`src/rtl/nco_pkg.sv`:
```
// NCO front-end shared definitions: register offsets, CTRL/STATUS bit
// positions, default widths and a byte-lane write-merge helper.
package nco_pkg;

    localparam int DEF_PHASE_W = 32;
    localparam int DEF_OUT_W   = 12;
    localparam int DEF_DIV_W   = 16;

    localparam logic [7:0] OFF_CTRL   = 8'h00;
    localparam logic [7:0] OFF_FREQ   = 8'h04;
    localparam logic [7:0] OFF_POFF   = 8'h08;
    localparam logic [7:0] OFF_DIV    = 8'h0C;
    localparam logic [7:0] OFF_STATUS = 8'h10;
    localparam logic [7:0] OFF_PHASE  = 8'h14;

    localparam int CTRL_EN  = 0;
    localparam int CTRL_CLR = 1;
    localparam int CTRL_IRQ = 2;
    localparam int ST_OVR   = 0;
    localparam int ST_PEND  = 1;

    function automatic logic [31:0] byte_merge(
        input logic [31:0] cur,
        input logic [31:0] dat,
        input logic [3:0]  sel
    );
        logic [31:0] res;
        for (int i = 0; i < 4; i++) begin
            res[8*i +: 8] = sel[i] ? dat[8*i +: 8] : cur[8*i +: 8];
        end
        return res;
    endfunction

endpackage

```
`src/rtl/nco_tick_div.sv`:
```
// Sample-rate divider: with enable high, counts 0..div and pulses tick on
// the terminal count. Ports: clk, rst (sync, active-high), enable, clear,
// div (terminal count), tick.
module nco_tick_div #(
    parameter int DIV_W = 16
) (
    input  logic             clk,
    input  logic             rst,
    input  logic             enable,
    input  logic             clear,
    input  logic [DIV_W-1:0] div,
    output logic             tick
);

    logic [DIV_W-1:0] cnt;

    // >= rather than == so lowering div below the running count
    // terminates the current period instead of wrapping the counter.
    assign tick = enable & (cnt >= div);

    always_ff @(posedge clk) begin
        if (rst || clear) begin
            cnt <= '0;
        end else if (enable) begin
            cnt <= tick ? '0 : cnt + DIV_W'(1);
        end
    end

endmodule

```
`src/rtl/nco_phase_wb.sv`:
```
// Wishbone register front end and phase accumulator of the NCO.
// Ports: wb_clk_i/wb_rst_i (sync, active-high); wbs_* Wishbone slave;
// phase_o/phase_valid_o/phase_ready_i stream to the sine stage; irq_o.
module nco_phase_wb
    import nco_pkg::*;
#(
    parameter logic [31:0] BASE_ADDR = 32'h3000_0000,
    parameter int          PHASE_W   = DEF_PHASE_W,
    parameter int          OUT_W     = DEF_OUT_W,
    parameter int          DIV_W     = DEF_DIV_W
) (
    input  logic             wb_clk_i,
    input  logic             wb_rst_i,
    input  logic             wbs_cyc_i,
    input  logic             wbs_stb_i,
    input  logic             wbs_we_i,
    input  logic [3:0]       wbs_sel_i,
    input  logic [31:0]      wbs_adr_i,
    input  logic [31:0]      wbs_dat_i,
    output logic             wbs_ack_o,
    output logic [31:0]      wbs_dat_o,
    output logic [OUT_W-1:0] phase_o,
    output logic             phase_valid_o,
    input  logic             phase_ready_i,
    output logic             irq_o
);

    logic               enable;
    logic               irq_en;
    logic               overrun;
    logic [PHASE_W-1:0] freq_shadow;
    logic [PHASE_W-1:0] freq_act;
    logic [PHASE_W-1:0] poff;
    logic [PHASE_W-1:0] acc;
    logic [DIV_W-1:0]   div_q;
    logic [OUT_W-1:0]   sum_top;
    logic [31:0]        rdata;
    logic [7:0]         off;
    logic               req;
    logic               wr;
    logic               wr_ctrl;
    logic               wr_freq;
    logic               wr_poff;
    logic               wr_div;
    logic               wr_stat;
    logic               clr;
    logic               w1c;
    logic               tick;
    logic               tick_eff;
    logic               ovr_set;

    assign off = wbs_adr_i[7:0];
    assign req = wbs_cyc_i & wbs_stb_i
               & (wbs_adr_i[31:8] == BASE_ADDR[31:8]);

    // Master holds the request through the ack cycle; commit there.
    assign wr      = wbs_ack_o & req & wbs_we_i;
    assign wr_ctrl = wr & (off == OFF_CTRL);
    assign wr_freq = wr & (off == OFF_FREQ);
    assign wr_poff = wr & (off == OFF_POFF);
    assign wr_div  = wr & (off == OFF_DIV);
    assign wr_stat = wr & (off == OFF_STATUS);

    assign clr = wr_ctrl & wbs_sel_i[0] & wbs_dat_i[CTRL_CLR];
    assign w1c = wr_stat & wbs_sel_i[0] & wbs_dat_i[ST_OVR];

    assign tick_eff = tick & ~clr;
    assign ovr_set  = tick_eff & phase_valid_o & ~phase_ready_i;
    assign irq_o    = overrun & irq_en;

    assign sum_top = OUT_W'((acc + poff) >> (PHASE_W - OUT_W));

    nco_tick_div #(
        .DIV_W(DIV_W)
    ) u_div (
        .clk    (wb_clk_i),
        .rst    (wb_rst_i),
        .enable (enable),
        .clear  (clr),
        .div    (div_q),
        .tick   (tick)
    );

    always_comb begin
        rdata = '0;
        case (off)
            OFF_CTRL: begin
                rdata[CTRL_EN]  = enable;
                rdata[CTRL_IRQ] = irq_en;
            end
            OFF_FREQ:  rdata = 32'(freq_shadow);
            OFF_POFF:  rdata = 32'(poff);
            OFF_DIV:   rdata = 32'(div_q);
            OFF_STATUS: begin
                rdata[ST_OVR]  = overrun;
                rdata[ST_PEND] = phase_valid_o;
            end
            OFF_PHASE: rdata = 32'(acc);
            default:   rdata = '0;
        endcase
    end

    // Ack every other cycle at most, so a held strobe is never re-acked
    // on the cycle right after an ack.
    always_ff @(posedge wb_clk_i) begin
        if (wb_rst_i) begin
            wbs_ack_o <= 1'b0;
            wbs_dat_o <= '0;
        end else begin
            wbs_ack_o <= req & ~wbs_ack_o;
            wbs_dat_o <= (req & ~wbs_ack_o) ? rdata : '0;
        end
    end

    always_ff @(posedge wb_clk_i) begin
        if (wb_rst_i) begin
            enable      <= 1'b0;
            irq_en      <= 1'b0;
            freq_shadow <= '0;
            poff        <= '0;
            div_q       <= '0;
            overrun     <= 1'b0;
        end else begin
            if (wr_ctrl && wbs_sel_i[0]) begin
                enable <= wbs_dat_i[CTRL_EN];
                irq_en <= wbs_dat_i[CTRL_IRQ];
            end
            if (wr_freq) begin
                freq_shadow <= PHASE_W'(byte_merge(
                    32'(freq_shadow), wbs_dat_i, wbs_sel_i));
            end
            if (wr_poff) begin
                poff <= PHASE_W'(byte_merge(
                    32'(poff), wbs_dat_i, wbs_sel_i));
            end
            if (wr_div) begin
                div_q <= DIV_W'(byte_merge(
                    32'(div_q), wbs_dat_i, wbs_sel_i));
            end
            if (ovr_set) begin
                overrun <= 1'b1;
            end else if (w1c) begin
                overrun <= 1'b0;
            end
        end
    end

    // The emitted phase is the pre-increment accumulator plus offset.
    always_ff @(posedge wb_clk_i) begin
        if (wb_rst_i) begin
            acc           <= '0;
            freq_act      <= '0;
            phase_o       <= '0;
            phase_valid_o <= 1'b0;
        end else begin
            if (!enable || tick_eff) begin
                freq_act <= freq_shadow;
            end
            if (clr) begin
                acc           <= '0;
                phase_valid_o <= 1'b0;
            end else if (tick_eff) begin
                acc <= acc + freq_act;
                if (!phase_valid_o || phase_ready_i) begin
                    phase_o       <= sum_top;
                    phase_valid_o <= 1'b1;
                end
            end else if (phase_valid_o && phase_ready_i) begin
                phase_valid_o <= 1'b0;
            end
        end
    end

endmodule

```
`config.mk`:
```
export PLATFORM = sky130hd
export DESIGN_NAME = nco_phase_wb
export DESIGN_NICKNAME = d
export VERILOG_FILES = /design/src/rtl/nco_pkg.sv /design/src/rtl/nco_tick_div.sv /design/src/rtl/nco_phase_wb.sv
export SDC_FILE = /design/constraint.sdc
export NUM_CORES = 1
export LEC_CHECK = 0
export CAP_MARGIN = 15
export CORE_MARGIN = 2
export CORE_UTILIZATION = 30
export CTS_BUF_LIST = sky130_fd_sc_hd__clkbuf_4 sky130_fd_sc_hd__clkbuf_8
export DETAILED_ROUTE_END_ITERATION = 7
export PLACE_DENSITY = 0.48
export SLEW_MARGIN = 20
export SYNTH_ARGS = -nofsm -noshare
export SYNTH_HDL_FRONTEND = slang
export SYNTH_SLANG_ARGS = --single-unit
export TNS_END_PERCENT = 100
```
`constraint.sdc`:
```
create_clock -name wb_clk_i -period 7.9 [get_ports wb_clk_i]
set_input_delay 0.79 -clock wb_clk_i [delete_from_list [all_inputs] [get_ports wb_clk_i]]
set_output_delay 0.79 -clock wb_clk_i [all_outputs]
set_load 0.005 [all_outputs]
```
Yosys cells after proc, flatten, opt, wreduce, memory -nomap -nowiden
Cells that the tools add are included.
{"block": "op_classes", "n_eq_ne": 7, "reduce_logical": 24, "bitwise_logic": 23, "mux": 10, "magnitude_cmp": 1, "add_sub_neg": 3}
{"op": "$pmux 29 s4", "n": 1}
{"op": "$add 32x32->32", "n": 2}
{"op": "$eq 24x22->1 const B", "n": 1}
{"op": "$reduce_and 2->1", "n": 11}
{"op": "$and 1x1->1", "n": 19}
{"op": "$add 16x1->16 const B", "n": 1}
{"op": "$eq 8x4->1 const B", "n": 2}
{"op": "$eq 8x5->1 const B", "n": 2}
{"op": "$ge 16x16->1", "n": 1}
{"op": "$mux 16", "n": 1}
{"op": "$pmux 1 s5", "n": 2}
{"op": "$eq 8x3->1 const B", "n": 1}
{"op": "$logic_not 8->1", "n": 1}
{"op": "$pmux 1 s6", "n": 1}
{"op": "$mux 1", "n": 5}
{"op": "$not 1->1", "n": 4}
{"op": "$reduce_bool 2->1", "n": 2}
{"op": "$reduce_or 2->1", "n": 2}
{"op": "$logic_or 1x1->1", "n": 3}
{"op": "$reduce_and 3->1", "n": 1}
{"op": "$logic_and 1x1->1", "n": 2}
{"op": "$logic_not 1->1", "n": 2}
{"op": "$ne 2x1->1 const B", "n": 1}
{"block": "word_totals", "input_bits": 74, "elab_cells": 88, "out_inout_bits": 47, "reg_bits": 209}

Longest topological paths before layout
{"block": "logic_depth", "word_depth": 12, "mapped_depth": 13, "mapped_depth_nobuf": 12}

Hierarchy
A second synthesis with hierarchy kept.
{"block": "unflattened", "cells_unflattened": 1310, "area_unflattened_um2": 10921.7}
{"module": "nco_phase_wb", "cells_each": 1178, "area_each_um2": 9814.4, "seq_area_each_um2": 3863.7, "n_inst": 1}
{"module": "nco_tick_div", "cells_each": 132, "area_each_um2": 1107.3, "seq_area_each_um2": 320.3, "n_inst": 1}

Worst setup path before layout
Ideal clock, no wire load.
{"block": "synth_path", "path_kind": "in2reg", "startpoint": "input wbs_adr_i[13]", "endpoint": "register acc[11]", "setup_slack_ns": 5.258, "cell_stages": 10, "arrival_time_ns": 2.510, "t_required_ns": 7.767, "n_path_buf": 2, "setup_ns": 0.133, "path_cell_list": "nor4_1 > nand4_1 > nor3_2 > and2_1 > nand4_2 > and2_1 > clkbuf_1 > clkbuf_1 > o21ai_0 > a21oi_1"}
{"block": "synth_between", "elab_chain_cells": 9, "word_cells_on_any_way": 10, "classes_between": "1 x eq/ne; 8 x bitwise; 1 x reduce/logical"}
{"element": "from (decl)", "line_no": "nco_phase_wb.sv:18", "rtl": "input logic [31:0] wbs_adr_i,"}
{"element": "$eq 24x22->1 (*)", "line_no": "nco_phase_wb.sv:54", "rtl": "& (wbs_adr_i[31:8] == BASE_ADDR[31:8]);"}
{"element": "$and 1x1->1 (*)", "line_no": "nco_phase_wb.sv:54"}
{"element": "$and 1x1->1 (*) (2 in a row)", "line_no": "nco_phase_wb.sv:57", "rtl": "assign wr = wbs_ack_o & req & wbs_we_i;"}
{"element": "$and 1x1->1 (*)", "line_no": "nco_phase_wb.sv:58", "rtl": "assign wr_ctrl = wr & (off == OFF_CTRL);"}
{"element": "$and 1x1->1 (*) (2 in a row)", "line_no": "nco_phase_wb.sv:64", "rtl": "assign clr = wr_ctrl & wbs_sel_i[0] & wbs_dat_i[CTRL_CLR];"}
{"element": "$not 1->1 (no source line)"}
{"element": "$and 1x1->1", "line_no": "nco_phase_wb.sv:67", "rtl": "assign tick_eff = tick & ~clr;"}
{"element": "to (signal assigned)", "line_no": "nco_phase_wb.sv:163", "rtl": "acc <= acc + freq_act;"}
{"element": "to (decl)", "line_no": "nco_phase_wb.sv:34", "rtl": "logic [PHASE_W-1:0] acc;"}
Mark *: on every way between the ends. The rest lies on a longest branch, timed or not.
A chain may end at the register's enable or synchronous reset.

Worst setup path in the final report
{"block": "layout_path", "startpoint": "input wbs_stb_i", "endpoint": "register u_div.cnt[3]"}
{"block": "layout_between", "elab_chain_cells": 8}
{"element": "from (decl)", "line_no": "nco_phase_wb.sv:15", "rtl": "input logic wbs_stb_i,"}
{"element": "$and 1x1->1", "line_no": "nco_phase_wb.sv:53", "rtl": "assign req = wbs_cyc_i & wbs_stb_i"}
{"element": "$and 1x1->1", "line_no": "nco_phase_wb.sv:54"}
{"element": "$and 1x1->1 (2 in a row)", "line_no": "nco_phase_wb.sv:57"}
{"element": "$and 1x1->1", "line_no": "nco_phase_wb.sv:58"}
{"element": "$and 1x1->1 (2 in a row)", "line_no": "nco_phase_wb.sv:64"}
{"element": "$logic_or 1x1->1", "line_no": "nco_tick_div.sv:22", "rtl": "if (rst || clear) begin"}
{"element": "to (signal assigned)", "line_no": "nco_tick_div.sv:25", "rtl": "cnt <= tick ? '0 : cnt + DIV_W'(1);"}
{"element": "to (decl)", "line_no": "nco_tick_div.sv:15", "rtl": "logic [DIV_W-1:0] cnt;"}
No other way between the ends.

==> summary.md <==
| Metric | Value |
|---|---|
| Top Family by Delay on Critical Path | `simple AND/OR/NAND/NOR gates` |
| Synthesis Warnings | `0` |
| Sequential share of the synthesized area | `0.3841` |
| # IOs | `121` |
| Non-filler cells, final | `1892` |
| Number of global-route vias before repair | `a little under 10k` |
| Seq cells post-synth | `209` |
| Tightest hold margin | `roughly 0.46 ns` |
| Die X | `194.6 µm` |
| RSZ-0062 raised after global routing | `false` |
| Layout Nets | `about 1.6k` |
| Pin count of the biggest net entering global routing | `67` |
| Xor and xnor area share after synthesis | `0.04583` |
| Worst-case clock buffer depth | `3` |
| Largest area contributor in the netlist | `dfxtp_1` |
| Worst-margin pin slew | `0.9041 ns` |
| DR vias | `9808` |
| Synth Area in Adders | `0.09142` |
| Relative slew slack | `0.3956` |
| Final setup viols | `0` |
| Synthesized instance count | `1294` |
| Vias per inst | `5.184` |
| Time the worst path needs with I/O delays and setup | `approximately 3.8 ns` |
| Detailed Place HPWL | `24790 µm` |
| Mapped cell area | `roughly 11000 µm²` |
| Layout cells sized above 1 | `0.08176` |
| Crit path required time | `between 8 and 9 ns` |
| Initial antenna violation count | `1` |
| Clock Sinks | `between 200 and 250` |
| Yosys cell types | `roughly 70` |
| CP dominant cell by count | `and2_1` |
| Worst-Skew Late Latency | `0.54 ns` |
| Area taken by multi-input logic gates | `6277 µm²` |
| Fin. max-slew vios | `0` |
| Final Cycle Share | `0.4818` |
| Max Cap Viol | `0` |
| CTS tree | `built` |
| Global-route wire length before repair | `55010 µm` |
| Type of destination of the critical path | `flip-flop` |
| Port bufs | `120` |
| Most frequent cells in the layout | `209 x dfxtp_1, 160 x a21oi_1, 154 x nand2_1` |
| Mux cell area share after synthesis | `0.06535` |
| Die height | `about 200 µm` |
| CP max stage cell | `and2_1` |
| Reg-to-Reg Start | `div_q[9]` |
| First-pass DRT Iterations | `7` |
| Cell row count | `69` |
| H-Tree Depth | `2` |
| CP max FO | `29` |
| Critical path buffers and inverters | `2` |
| Status | `completed` |
| Total track usage | `0.1809` |
| Total wire length | `~35000 µm` |
| Syn_area_per_cell | `8.419 µm²` |
| Commonest register cell after synthesis | `dfxtp_1` |
| Initial drt markers | `793` |
| EDFF count, synth | `0` |
| Syn_nets | `1447` |
| Antenna cells | `0` |
| CTS hold repair buffers | `0` |
| Most common cell after layout, fill and taps aside | `dfxtp_1` |
| VDD IR max | `roughly 0.084 mV` |
| Simple-gate share of the synthesized area | `0.1848` |
| Critical path type | `input pin to flip-flop` |
| HP Start | `freq_act[23]` |
| Worst-path cell chain | `clkdlybuf4s50_1 > nor4bb_1 > nand4_1 > nor3_2 > and2_1 > nand4_2 > and2_1 > buf_4 > nand2_1 > nor2_1` |
| Die ar. | `37850 µm²` |
| Clock skew | `0.01808 ns` |
| Starting Density | `0.3055` |
| Largest family of logic cells by synthesized area | `compound AO/OA/AOI/OAI gates` |
| PD cells | `174.0 nW/µm²` |
| Hold WC Path Type | `flip-flop to flip-flop` |
| Worst EP arrival | `4.21 ns` |
| Critical Path Start | `wbs_stb_i` |
| Fin. Hold Viols | `0` |
| Post-synth top area share | `0.3841` |
| RePlAce Congestion | `0.8110` |
| Residual DRC | `0` |
| Reg area | `~4200 µm²` |
| Core area | `approximately 36000 µm²` |
| GRT overflow | `0` |
| Setup Fix Bufs, Post-CTS | `0` |
| Area grow syn2layout | `22.90%` |
| Largest stage delay, worst path | `between 0.6 and 0.7 ns` |
| Post-route ant nets | `0` |
| CP Launch Type | `input pin` |
| Mean routed wirelength per cell | `18.28 µm` |
| Share of flip-flops with an asynchronous set or reset | `0` |
| Fill cells | `3671` |
| Static Leak | `5.268 nW` |
| FMAX | `0.2627 GHz` |
| Top post-synthesis cells by area | `dfxtp_1 38%, ha_1 9.0%, a21oi_1 7.4%` |
| Post-cts repair resize count | `0` |
| Setup TNS Final | `0 ns` |
| Num CTS Buffers | `41` |
| Clock Tree Root | `clkbuf_8` |
| Worst-path clk slew | `around 0.06 ns` |
| Compound-Gate Fraction of Synth Area | `0.1879` |
| DP Cell Count | `1821` |
-- power by group --
| group | internal (mW) | leakage (nW) | switching [mW] |
|---|---|---|---|
| Sequential | 1.05 | 1.68 | 0.0000000000769 |
| Clock | 0.716 | 0.466 | 0.484 |
| Combinational | 0.0372 | 3.12 | 0.0378 |
-- worst min-delay path, stage by stage, from the launching register on --
cell and delay, ns:
dfxtp_1 0.31, nand2_1 0.05, a21oi_1 0.05
-- state kept, by name, indices dropped and copies added, names as in the netlist --
| register | cells |
|---|---|
| div_q | 16 |
| freq_shadow | 32 |
| poff | 32 |
| enable | 1 |
| phase_valid_o | 1 |
| wbs_ack_o | 1 |
| overrun | 1 |
| phase_o | 12 |
| irq_en | 1 |
| acc | 32 |
| u_div.cnt | 16 |
| wbs_dat_o | 32 |
| freq_act | 32 |
-- synth_stat cells (all sizes together) (4+ instances only) --
master / n
o21bai: 10
clkbuf: 45
xnor2: 23
a21o: 13
a311oi: 4
nand2b: 5
nand3: 69
o221ai: 4
ha: 78
nor2: 142
a21boi: 4
o22ai: 5
xor2: 34
inv: 45
mux2: 13
and3: 13
a31oi: 6
o21a: 4
and2: 11
o21ai: 60
buf: 20
a222oi: 28
nand2: 155
a22oi: 4
nor2b: 9
nor3: 10
nor4: 7
dfxtp: 209
a21oi: 161
nand4: 14
mux2i: 52
-- kinds of logic (layout without fill, tap and decap cells) --
kind of cell    after synthesis  after routing
simple gates                445            445
compound gates              327            327
flops                       209            209
buf+inv                     110            247
fa+ha+maj                    79             79
mux                          67             67
xor+xnor                     57             57
-- through the flow --
step | cell area, µm² | total power [mW] | util | setup slack, ns
floorplan | 10890 | 1.100 | - | 5.258
global placement | 12490 | 1.153 | 0.3502 | 3.608
detailed placement | 12490 | 1.152 | 0.3502 | 3.528
CTS | 13390 | 2.363 | 0.3755 | 4.080
global route | 13390 | 2.410 | 0.3755 | 3.648
finish | 13390 | 2.329 | 0.3755 | 4.094
-- worst paths after layout --
| path | to | slack [ns] | cells after the start |
|---|---|---|---|
| min | freq_act[23] | 0.46 | 2 |
| max reg2reg | freq_act[5] | 4.76 | 13 |
| max | u_div.cnt[3] | 4.09 | 10 |
| min reg2reg | freq_act[23] | 0.46 | 2 |
-- layer usage --
layer / vias up / wire (µm) / share of wire / global-route usage
met1: 4610 / 16450 / 0.48 / 0.2466
met5: - / 0 / 0 / 0
met4: 0 / 659 / 0.019 / 0.04587
li1: 4859 / - / - / -
met2: 283 / 15450 / 0.45 / 0.2948
met3: 56 / 2023 / 0.058 / 0.03245
-- final cells by class --
| cell class | instances | area share |
|---|---|---|
| Multi-Input combinational cell | 975 | 0.4688 |
| Clock inverter | 6 | 0.006541 |
| Inverter | 45 | 0.01262 |
| Timing Repair Buffer | 131 | 0.09569 |
| Sequential cell | 209 | 0.3125 |
| Clock buffer | 65 | 0.06074 |
| Tap cell | 461 | 0.04308 |
No activity file was read; power rests on OpenSTA's default activity.
